`config.mk`:
```
export PLATFORM = sky130hd
export DESIGN_NAME = mem_ctrl
export DESIGN_NICKNAME = d
export VERILOG_FILES = /design/src/rtl/mem_ctrl_pkg.sv /design/src/rtl/mem_ctrl.sv
export SDC_FILE = /design/constraint.sdc
export NUM_CORES = 1
export LEC_CHECK = 0
export BUFFER_PORTS_ARGS = -buffer_cell sky130_fd_sc_hd__buf_4
export CAP_MARGIN = 20
export CELL_PAD_IN_SITES_DETAIL_PLACEMENT = 1
export CELL_PAD_IN_SITES_GLOBAL_PLACEMENT = 2
export CORE_UTILIZATION = 35
export CTS_CLUSTER_DIAMETER = 30
export DETAILED_ROUTE_END_ITERATION = 12
export PLACE_DENSITY_LB_ADDON = 0.1
export SLEW_MARGIN = 20
export SYNTH_ARGS = -nofsm -noshare
export SYNTH_HDL_FRONTEND = slang
export SYNTH_SLANG_ARGS = --single-unit
```
`constraint.sdc`:
```
create_clock -name clk -period 6.9 [get_ports clk]
set_clock_uncertainty 0.2 [all_clocks]
set_input_delay 0.345 -clock clk [delete_from_list [all_inputs] [get_ports clk]]
set_output_delay 0.345 -clock clk [all_outputs]
set_load 0.005 [all_outputs]
```
`src/rtl/mem_ctrl_pkg.sv`:
```
// Shared definitions for the MEM/IF RAM responder: FSM states, request
// sources, pipeline constants and store-width pointer encodings.
package mem_ctrl_pkg;

  typedef enum logic [1:0] {
    ST_IDLE  = 2'd0,
    ST_READ  = 2'd1,
    ST_WRITE = 2'd2,
    ST_RESP  = 2'd3
  } state_e;

  typedef enum logic {
    SRC_MEM = 1'b0,
    SRC_IF  = 1'b1
  } src_e;

  localparam logic        TRUE         = 1'b1;
  localparam logic        FALSE        = 1'b0;
  localparam logic [31:0] ZERO         = 32'h0000_0000;
  localparam logic        WRITE_ENABLE = 1'b1;

  // Store pointer values: bytes written = 4 - pointer
  localparam logic [3:0] PTR_SB = 4'd3;
  localparam logic [3:0] PTR_SH = 4'd2;
  localparam logic [3:0] PTR_SW = 4'd0;

  // Number of bytes a store moves; unknown pointer values fall back to a word.
  function automatic logic [2:0] byte_count(input logic [3:0] ptr);
    logic [2:0] n;
    case (ptr)
      PTR_SB:  n = 3'd1;
      PTR_SH:  n = 3'd2;
      PTR_SW:  n = 3'd4;
      default: n = 3'd4;
    endcase
    return n;
  endfunction

  // Little-endian byte extraction from a 32-bit word.
  function automatic logic [7:0] get_byte(input logic [31:0] w, input logic [1:0] idx);
    logic [7:0] b;
    case (idx)
      2'd0:    b = w[7:0];
      2'd1:    b = w[15:8];
      2'd2:    b = w[23:16];
      default: b = w[31:24];
    endcase
    return b;
  endfunction

  // Little-endian byte insertion into a 32-bit word.
  function automatic logic [31:0] put_byte(input logic [31:0] w, input logic [1:0] idx,
                                           input logic [7:0] b);
    logic [31:0] r;
    r = w;
    case (idx)
      2'd0:    r[7:0]   = b;
      2'd1:    r[15:8]  = b;
      2'd2:    r[23:16] = b;
      default: r[31:24] = b;
    endcase
    return r;
  endfunction

endpackage

```
`src/rtl/mem_ctrl.sv`:
```
// Single-master responder for the byte-wide synchronous RAM. Serialises MEM
// stores/loads and IF fetches one byte per cycle and returns a one-cycle done
// pulse with the little-endian assembled word. All outputs are registered.
module mem_ctrl
  import mem_ctrl_pkg::*;
#(
  parameter int unsigned ADDR_W     = 32,
  parameter int unsigned RAM_RD_LAT = 1
) (
  input  logic              clk,
  input  logic              rst,
  input  logic              ram_r_req_i,
  input  logic              ram_w_req_i,
  input  logic [ADDR_W-1:0] ram_addr_i,
  input  logic [31:0]       ram_w_data_i,
  input  logic [3:0]        buffer_pointer_i,
  output logic              ram_done_o,
  output logic [31:0]       ram_r_data_o,
  input  logic              if_req_i,
  input  logic [ADDR_W-1:0] if_addr_i,
  output logic              if_done_o,
  output logic [31:0]       if_inst_o,
  input  logic [7:0]        mem_din,
  output logic [7:0]        mem_dout,
  output logic [ADDR_W-1:0] mem_a,
  output logic              mem_wr
);

  // Byte k requested in cycle k is on mem_din in cycle k+LAT; last capture at 3+LAT.
  localparam logic [2:0] LAT_C      = 3'(RAM_RD_LAT);
  localparam logic [2:0] LAST_CAP_C = 3'(RAM_RD_LAT + 3);

  state_e            state_q, state_d;
  src_e              src_q, src_d;
  logic [ADDR_W-1:0] base_q, base_d;
  logic [31:0]       wdata_q, wdata_d;
  logic [2:0]        len_q, len_d;
  logic [2:0]        cnt_q, cnt_d;
  logic [31:0]       buf_q, buf_d;
  logic [ADDR_W-1:0] mem_a_q, mem_a_d;
  logic              mem_wr_q, mem_wr_d;
  logic [7:0]        mem_dout_q, mem_dout_d;
  logic              ram_done_q, ram_done_d;
  logic              if_done_q, if_done_d;
  logic [31:0]       ram_r_data_q, ram_r_data_d;
  logic [31:0]       if_inst_q, if_inst_d;
  logic [2:0]        cnt_nx_s;
  logic [31:0]       word_s;

  // Arbitration, byte sequencing and next values of all registered outputs.
  always_comb begin
    state_d      = state_q;
    src_d        = src_q;
    base_d       = base_q;
    wdata_d      = wdata_q;
    len_d        = len_q;
    cnt_d        = cnt_q;
    buf_d        = buf_q;
    mem_a_d      = '0;
    mem_wr_d     = FALSE;
    mem_dout_d   = 8'h00;
    ram_done_d   = FALSE;
    if_done_d    = FALSE;
    ram_r_data_d = ZERO;
    if_inst_d    = ZERO;
    cnt_nx_s     = cnt_q + 3'd1;
    word_s       = buf_q;

    case (state_q)
      ST_IDLE: begin
        cnt_d = 3'd0;
        buf_d = ZERO;
        if (ram_w_req_i) begin
          state_d    = ST_WRITE;
          src_d      = SRC_MEM;
          base_d     = ram_addr_i;
          wdata_d    = ram_w_data_i;
          len_d      = byte_count(buffer_pointer_i);
          mem_a_d    = ram_addr_i;
          mem_dout_d = ram_w_data_i[7:0];
          mem_wr_d   = WRITE_ENABLE;
        end else if (ram_r_req_i) begin
          state_d = ST_READ;
          src_d   = SRC_MEM;
          base_d  = ram_addr_i;
          len_d   = 3'd4;
          mem_a_d = ram_addr_i;
        end else if (if_req_i) begin
          state_d = ST_READ;
          src_d   = SRC_IF;
          base_d  = if_addr_i;
          len_d   = 3'd4;
          mem_a_d = if_addr_i;
        end else begin
          state_d = ST_IDLE;
        end
      end

      ST_READ: begin
        cnt_d = cnt_nx_s;
        if (cnt_nx_s < 3'd4) begin
          mem_a_d = base_q + ADDR_W'(cnt_nx_s);
        end else begin
          mem_a_d = '0;
        end
        if (cnt_q >= LAT_C) begin
          word_s = put_byte(buf_q, 2'(cnt_q - LAT_C), mem_din);
          buf_d  = word_s;
        end else begin
          buf_d = buf_q;
        end
        if (cnt_q == LAST_CAP_C) begin
          state_d = ST_RESP;
          if (src_q == SRC_IF) begin
            if_done_d = TRUE;
            if_inst_d = word_s;
          end else begin
            ram_done_d   = TRUE;
            ram_r_data_d = word_s;
          end
        end else begin
          state_d = ST_READ;
        end
      end

      ST_WRITE: begin
        if (cnt_nx_s < len_q) begin
          cnt_d      = cnt_nx_s;
          mem_a_d    = base_q + ADDR_W'(cnt_nx_s);
          mem_dout_d = get_byte(wdata_q, 2'(cnt_nx_s));
          mem_wr_d   = WRITE_ENABLE;
        end else begin
          state_d      = ST_RESP;
          ram_done_d   = TRUE;
          ram_r_data_d = ZERO;
        end
      end

      ST_RESP: begin
        state_d = ST_IDLE;
      end

      default: begin
        state_d = ST_IDLE;
      end
    endcase
  end

  // State, transaction context and output registers; reset abandons any transaction.
  always_ff @(posedge clk or negedge rst) begin
    if (!rst) begin
      state_q      <= ST_IDLE;
      src_q        <= SRC_MEM;
      base_q       <= '0;
      wdata_q      <= ZERO;
      len_q        <= 3'd0;
      cnt_q        <= 3'd0;
      buf_q        <= ZERO;
      mem_a_q      <= '0;
      mem_wr_q     <= FALSE;
      mem_dout_q   <= 8'h00;
      ram_done_q   <= FALSE;
      if_done_q    <= FALSE;
      ram_r_data_q <= ZERO;
      if_inst_q    <= ZERO;
    end else begin
      state_q      <= state_d;
      src_q        <= src_d;
      base_q       <= base_d;
      wdata_q      <= wdata_d;
      len_q        <= len_d;
      cnt_q        <= cnt_d;
      buf_q        <= buf_d;
      mem_a_q      <= mem_a_d;
      mem_wr_q     <= mem_wr_d;
      mem_dout_q   <= mem_dout_d;
      ram_done_q   <= ram_done_d;
      if_done_q    <= if_done_d;
      ram_r_data_q <= ram_r_data_d;
      if_inst_q    <= if_inst_d;
    end
  end

  assign mem_a        = mem_a_q;
  assign mem_wr       = mem_wr_q;
  assign mem_dout     = mem_dout_q;
  assign ram_done_o   = ram_done_q;
  assign if_done_o    = if_done_q;
  assign ram_r_data_o = ram_r_data_q;
  assign if_inst_o    = if_inst_q;

endmodule
```
==> results of run 1 <==
==> routing by layer <==
layer,track usage,vias to the layer above,part of all wire
met5,0,-,0
met4,0.0579,0,0.017
met3,0.0347,47,0.040
met2,0.376,199,0.49
met1,0.290,3832,0.45
li1,-,3704,-
==> cells in the mapped netlist, types with 8 or more instances <==
cell,count
o21ai_0,39
ha_1,17
nand3_1,9
a21oi_1,30
inv_1,15
xor2_1,12
dfrtp_1,212
a222oi_1,8
clkbuf_1,36
nand2_1,220
nor2_1,82
o21ai_1,13
xnor2_1,8
nand4_1,9
o211ai_1,9
o22ai_1,11
nor3_1,8
a22oi_1,33
mux2i_1,33
==> worst register-to-register path: cells and delay by family, from the launching register on <==
family / cells / cell delay (ps)
AO/OA/AOI/OAI: 2 / 500
adder cells (fa/ha/maj): 1 / 200
buffers and inverters: 2 / 880
AND/OR/NAND/NOR: 2 / 1140
flip-flops: 1 / 430
==> cells by family (layout without fill, tap and decap cells) <==
kind of cell    Yosys count  count (layout)  synth area share
simple gates            366             366             0.176
xor+xnor                 20              20            0.0196
buf+inv                  62             448            0.0295
mux                      33              33            0.0369
compound gates          165             165             0.119
fa+ha+maj                18              18            0.0260
flops                   212             212             0.592
==> cell usage in the layout, fill, tap and decap left out, types with 9 or more instances in the layout <==
cell and instances:
buf_4 229, nand2_1 220, dfrtp_1 212, dlygate4sd3_1 111
nor2_1 81, clkbuf_16 51, o21ai_0 39, a22oi_1 33
mux2i_1 33, a21oi_1 30, ha_1 17, clkbuf_8 17
inv_1 14, o21ai_1 13, xor2_1 12, clkinv_2 12
o22ai_1 11, o211ai_1 9, nand3_1 9, nand4_1 9
==> power by group <==
| part | leakage, nW | internal (mW) | total, mW | switching [mW] |
|---|---|---|---|---|
| combinational | 3.19 | 0.770 | 1.89 | 1.12 |
| clock | 0.871 | 1.66 | 2.37 | 0.707 |
| sequential | 2.80 | 1.62 | 1.90 | 0.274 |
==> repair_timing <==
| action | in CTS | in global routing |
|---|---|---|
| hold buffers | 111 | 0 |
| endpoints found under the hold margin | 197 | 0 |
| resized for setup | 0 | 0 |
==> final cells by class <==
| class | count | area, sq um | share of cell area |
|---|---|---|---|
| Sequential cell | 212 | 5310 | 0.385 |
| Multi-Input combinational cell | 602 | 3400 | 0.247 |
| Timing Repair Buffer | 342 | 2860 | 0.207 |
| Clock buffer | 71 | 1520 | 0.110 |
| Tap cell | 330 | 413 | 0.0300 |
| Clock inverter | 20 | 214 | 0.0155 |
| Inverter | 15 | 56.3 | 0.00409 |
==> worst min-delay path by stage <==
stage / from / endpoint / cells after the start
2_1_floorplan: rst / base_q[0]$_DFFE_PN0P_ / 0
4_1_cts: if_addr_i[20] / mem_a[20]$_DFF_PN0_ / 3
3_3_place_gp: rst / wdata_q[30]$_DFFE_PN0P_ / 1
5_1_grt: if_addr_i[30] / mem_a[30]$_DFF_PN0_ / 3
6_report: if_addr_i[0] / mem_a[0]$_DFF_PN0_ / 3
3_5_place_dp: rst / mem_dout[6]$_DFF_PN0_ / 1
==> flip-flops by register name, summed over array words and instances (netlist names) <==
register	flops
wdata_q	32
cnt_q	3
ram_done_o	1
mem_dout	8
if_done_o	1
base_q	32
buf_q	32
src_q	1
mem_wr	1
state_q	2
if_inst_o	32
ram_r_data_o	32
mem_a	32
len_q	3
==> per-stage QoR <==
stage	power (mW)	util	worst slack (ps)
finish	6.16	0.548	3470
global route	6.56	0.548	3180
CTS	6.21	0.548	3530
detailed placement	3.69	0.435	3690
global placement	3.65	0.435	3800
floorplan	3.01	-	4150
==> impl_metrics.env, run 1 <==
export IMPL_status="finished, final reports clean"
export IMPL_reg2reg_to="mem_a[27]$_DFF_PN0_"
export IMPL_cts_tree="built"
export IMPL_gp_congestion=0.759
export IMPL_cp_depth=7
export IMPL_crit_start="state_q[1]$_DFFE_PN0P_"
export IMPL_final_cells=1592
export IMPL_port_buffers=219
export IMPL_ios=220
export IMPL_drt_iter0_drc=455
export IMPL_grt_pass1_vias=8346
export IMPL_synth_seq_area_share=0.592
export IMPL_grt_setup_unrepaired="false"
export IMPL_h_tree_depth=2
export IMPL_r2r_cells=7
export IMPL_cts_root_buf="clkbuf_16"
export IMPL_vias=7782
export IMPL_gr_total_overflow=0
export IMPL_final_cell_area_sq_um=13800
export IMPL_fmax_mhz=292
export IMPL_crit_path_start_kind="flip-flop"
export IMPL_slew_headroom=0.342
export IMPL_rows=58
export IMPL_wl_per_cell_um=17.6
export IMPL_synth_area_leaders="dfrtp_1 59%, nand2_1 9.2%, mux2i_1 3.7%"
export IMPL_crit_arrival_ps=3660
export IMPL_path_class="reg2reg"
export IMPL_drt_pass1_iter_count=5
export IMPL_async_flop_share=1.00
export IMPL_fin_nets=1354
export IMPL_dpl_hpwl_um=17500
export IMPL_die_area_sq_um=26200
export IMPL_via_per_inst=4.89
export IMPL_worstPathMaxFanout=33
export IMPL_critPathBufInv=2
export IMPL_worst_pin_slew_ps=982
export IMPL_die_height_um=162
export IMPL_netlist_area_sq_um=8960
export IMPL_timing_hold_violations_final=0
export IMPL_max_cap_violations=0
export IMPL_placed_area_sq_um=10900
export IMPL_cp_top_family="simple AND/OR/NAND/NOR gates"
export IMPL_min_period_ps=3430
export IMPL_crit_slowest_cell="clkinv_1"
export IMPL_grt_usage=0.220
export IMPL_drv_slew=0
export IMPL_leakagePower_nw=6.86
export IMPL_drive_gt1_frac=0.267
export IMPL_yosysTopAreaCell="dfrtp_1"
export IMPL_antenna_found_initial=0
export IMPL_grt_first_pass_wirelength_um=45600
export IMPL_slowest_delay_ps=770
export IMPL_setup_violations=0
export IMPL_dp_cells=1390
export IMPL_die_w_um=162
export IMPL_antenna_cells=0
export IMPL_routed_wl_um=28000
export IMPL_post_route_period_util=0.497
export IMPL_ys_warn_count=0
export IMPL_cts_sinks=212
export IMPL_insertion_delay_ps=530
export IMPL_fillers=2742
export IMPL_worstPathRequired_ps=7130
export IMPL_numCtsBuffers=50
export IMPL_yosysUniqueCellTypes=57
export IMPL_cts_clk_slew_worst_paths_ps=50
export IMPL_syn_to_final_growth_pct=53.7
export IMPL_initial_core_util=0.357
export IMPL_vdd_drop_max_mv=0.270
export IMPL_synth_top_area_frac=0.592
export IMPL_whs_ps=11.6
export IMPL_drcViolationCount=0
export IMPL_synth_edf_count=0
export IMPL_cp_endpoint="mem_a[27]$_DFF_PN0_"
export IMPL_ys_flop_type="dfrtp_1"
export IMPL_postCtsSetupBuffers=0
export IMPL_cts_max_path_buffers=3
export IMPL_reg2reg_setup_slack_ps=3470
export IMPL_r2r_start="state_q[1]$_DFFE_PN0P_"
export IMPL_endpoint_kind="flip-flop"
export IMPL_min_path_type="in2reg"
export IMPL_core_area_sq_um=25100
export IMPL_synth_nets=1007
export IMPL_path_cells="inv_1 > ha_1 > clkinv_1 > or2_1 > a21o_1 > or4_1 > o211ai_1"
export IMPL_antenna_left=0
export IMPL_synth_seq_cells=212
export IMPL_grt_max_degree=85
export IMPL_synth_avg_cell_area_sq_um=10.2
export IMPL_p_per_area_nw_per_um2=447
export IMPL_setup_tns_ps=0
export IMPL_synthCells=876
Note: power is estimated with default switching activity, not from simulation.
==> run 2, diff against run 1 <==
Settings changed: ABC_AREA set to 1, CORE_UTILIZATION 35 to 29.
Clock period 6.9 ns to 2.82 ns, I/O delays scaled along.
==> impl_metrics.env, run 2 <==
export IMPL_crit_start="state_q[1]$_DFFE_PN0P_"
export IMPL_postCtsSetupBuffers=0
export IMPL_r2r_cells=8
export IMPL_gr_total_overflow=0
export IMPL_fillers=3785
export IMPL_p_sw_frac=0.346
export IMPL_dpl_hpwl_um=22300
export IMPL_r2r_start="state_q[1]$_DFFE_PN0P_"
export IMPL_worst_pin_slew_ps=699
export IMPL_synth_common_cells="317 x nand2_1, 212 x dfrtp_1, 106 x nor2_1"
export IMPL_fin_nets=1640
export IMPL_fmax_mhz=377
export IMPL_whs_ps=-6.66
export IMPL_synth_seq_cells=212
export IMPL_syn_to_final_growth_pct=55.8
export IMPL_drive_gt1_frac=0.260
export IMPL_yosysTopAreaCell="dfrtp_1"
export IMPL_final_common_cell="nand2_1"
export IMPL_ys_warn_count=0
export IMPL_path_class="reg2reg"
export IMPL_gp_congestion=0.776
export IMPL_core_area_sq_um=32800
export IMPL_grt_pass1_vias=9717
export IMPL_pwr_share_clk=0.391
export IMPL_synth_nets=1254
export IMPL_rows=66
export IMPL_die_w_um=185
export IMPL_min_path_type="in2async"
export IMPL_cts_root_buf="clkbuf_16"
export IMPL_power_total_mw=15.8
export IMPL_cts_sinks=212
export IMPL_p_per_area_nw_per_um2=1040
export IMPL_port_buffers=219
export IMPL_switchingPower_mw=5.45
export IMPL_slew_headroom=0.534
export IMPL_grt_first_pass_wirelength_um=53200
export IMPL_drcViolationCount=0
export IMPL_reg2reg_to="mem_a[11]$_DFF_PN0_"
export IMPL_synth_seq_area_share=0.544
export IMPL_h_tree_depth=2
export IMPL_synth_top_area_frac=0.544
export IMPL_reg2reg_setup_slack_ps=160
export IMPL_grt_usage=0.200
export IMPL_die_area_sq_um=34400
export IMPL_worstPathMaxFanout=27
export IMPL_post_route_period_util=0.942
export IMPL_leakagePower_nw=7.41
export IMPL_regArea_sq_um=5310
export IMPL_vdd_drop_max_mv=0.438
export IMPL_final_cell_mix="317 x nand2_1, 230 x buf_4, 211 x dfrtp_1"
export IMPL_endpoint_kind="flip-flop"
export IMPL_pwr_share_comb=0.329
export IMPL_netlist_area_sq_um=9750
export IMPL_timing_hold_violations_final=7
export IMPL_crit_arrival_ps=2900
export IMPL_drt_pass1_iter_count=4
export IMPL_synth_area_leaders="dfrtp_1 54%, nand2_1 12%, a21oi_1 5.1%"
export IMPL_wl_per_cell_um=16.8
export IMPL_synth_adder_area_share=0.0239
export IMPL_max_cap_violations=0
export IMPL_insertion_delay_ps=540
export IMPL_grt_max_degree=79
export IMPL_multi_input_area_sq_um=3800
export IMPL_yosys_mux_area_fraction=0
export IMPL_vias=9056
export IMPL_yosys_area_share_simple=0.220
export IMPL_synthXorXnorAreaFrac=0.00180
export IMPL_synth_avg_cell_area_sq_um=8.69
export IMPL_seqPwrFrac=0.280
export IMPL_failed_checks="hold timing"
export IMPL_fin_util=0.464
export IMPL_synthCells=1123
export IMPL_antenna_found_initial=0
export IMPL_cts_clk_slew_worst_paths_ps=50
export IMPL_antenna_cells=0
export IMPL_worstPathRequired_ps=3070
export IMPL_crit_path_start_kind="flip-flop"
export IMPL_drv_slew=0
export IMPL_via_per_inst=4.54
export IMPL_initial_core_util=0.298
export IMPL_p_int_mw=10.3
export IMPL_numCtsBuffers=52
export IMPL_synth_compound_area_frac=0.142
export IMPL_ys_flop_type="dfrtp_1"
export IMPL_ios=220
export IMPL_setup_violations=0
export IMPL_cts_max_path_buffers=3
export IMPL_min_period_ps=2660
export IMPL_cts_tree="built"
export IMPL_status="finished, violations left"
export IMPL_die_height_um=185
export IMPL_setup_tns_ps=0
export IMPL_synth_edf_count=0
export IMPL_drt_iter0_drc=300
export IMPL_async_flop_share=1.00
export IMPL_synth_most_common_cell="nand2_1"
export IMPL_routed_wl_um=33500
export IMPL_yosysUniqueCellTypes=33
export IMPL_antenna_left=0
export IMPL_synth_top_family_by_area="simple AND/OR/NAND/NOR gates"
export IMPL_grt_setup_unrepaired="false"
-- run 2: changes by cell type after synthesis, sizes merged, moves of 23 or more --
cell and change:
nand3 +43, mux2i -33, a21oi +71, inv +84, nor2 +37, a22oi -33, o22ai +23, o21ai +27
nand2 +107
-- run 2: per-stage QoR --
| stage | worst slack, ps | hold WS, ps | cells | area (sq um) |
|---|---|---|---|---|
| 2_1_floorplan | 465 | -355 | 1123 | 9750 |
| 3_3_place_gp | 175 | -6.92 | 1752 | 11900 |
| 3_5_place_dp | 132 | -12.0 | 1752 | 11900 |
| 4_1_cts | 71.0 | 5.57 | 1994 | 15200 |
| 5_1_grt | 0.645 | 47.7 | 1994 | 15200 |
| 6_report | 165 | -6.66 | 1994 | 15200 |
-- run 2: worst max path at each step --
stage | to | cells after the start
after CTS | mem_a[11]$_DFF_PN0_ | 9
after global routing | mem_a[11]$_DFF_PN0_ | 8
after global placement | mem_a[26]$_DFF_PN0_ | 13
final | mem_a[11]$_DFF_PN0_ | 8
after floorplan | mem_a[30]$_DFF_PN0_ | 13
after detailed placement | mem_a[26]$_DFF_PN0_ | 13
-- run 2: cells by family after synthesis --
family          after synthesis
compound gates              231
xor+xnor                      2
fa+ha+maj                    18
buf+inv                     150
flops                       212
simple gates                510
-- run 2: what timing repair did --
action                                 in CTS  in global routing
setup endpoints to repair                   0                 30
endpoints found under the hold margin     417                  0
resized for setup                           0                  6
hold buffers                              145                  0
-- run 2: power by group through the flow --
stage	sequential, mW	combinational [mW]	clock [mW]
detailed placement	4.45	4.58	0
floorplan	4.30	3.01	0
CTS	4.43	5.22	6.29
global placement	4.46	4.49	0
finish	4.42	5.19	6.16
global route	4.53	5.82	6.45
-- run 2: cell type report --
| class | instances | share of cell area |
|---|---|---|
| inverter | 99 | 0.0244 |
| multi-input combinational | 761 | 0.250 |
| clock inverter | 33 | 0.0264 |
| timing repair buffer | 383 | 0.219 |
| tap | 442 | 0.0364 |
| clock buffer | 64 | 0.0947 |
| sequential | 212 | 0.349 |
-- run 2: worst max-delay path: stages, from the launching register on --
cell,delay [ps]
dfrtp_1,420
inv_1,120
ha_1,320
nand2_2,100
inv_2,260
buf_12,240
a21oi_1,110
dlygate4sd3_1,610
a21oi_1,180
-- run 2: metal layers --
metal,wire length (um),GRT usage,share of wire,vias up
met5,0,0,0,-
li1,-,-,-,4424
met3,1960,0.0409,0.059,42
met4,517,0.0552,0.015,0
met2,15800,0.328,0.47,228
met1,15300,0.267,0.46,4362
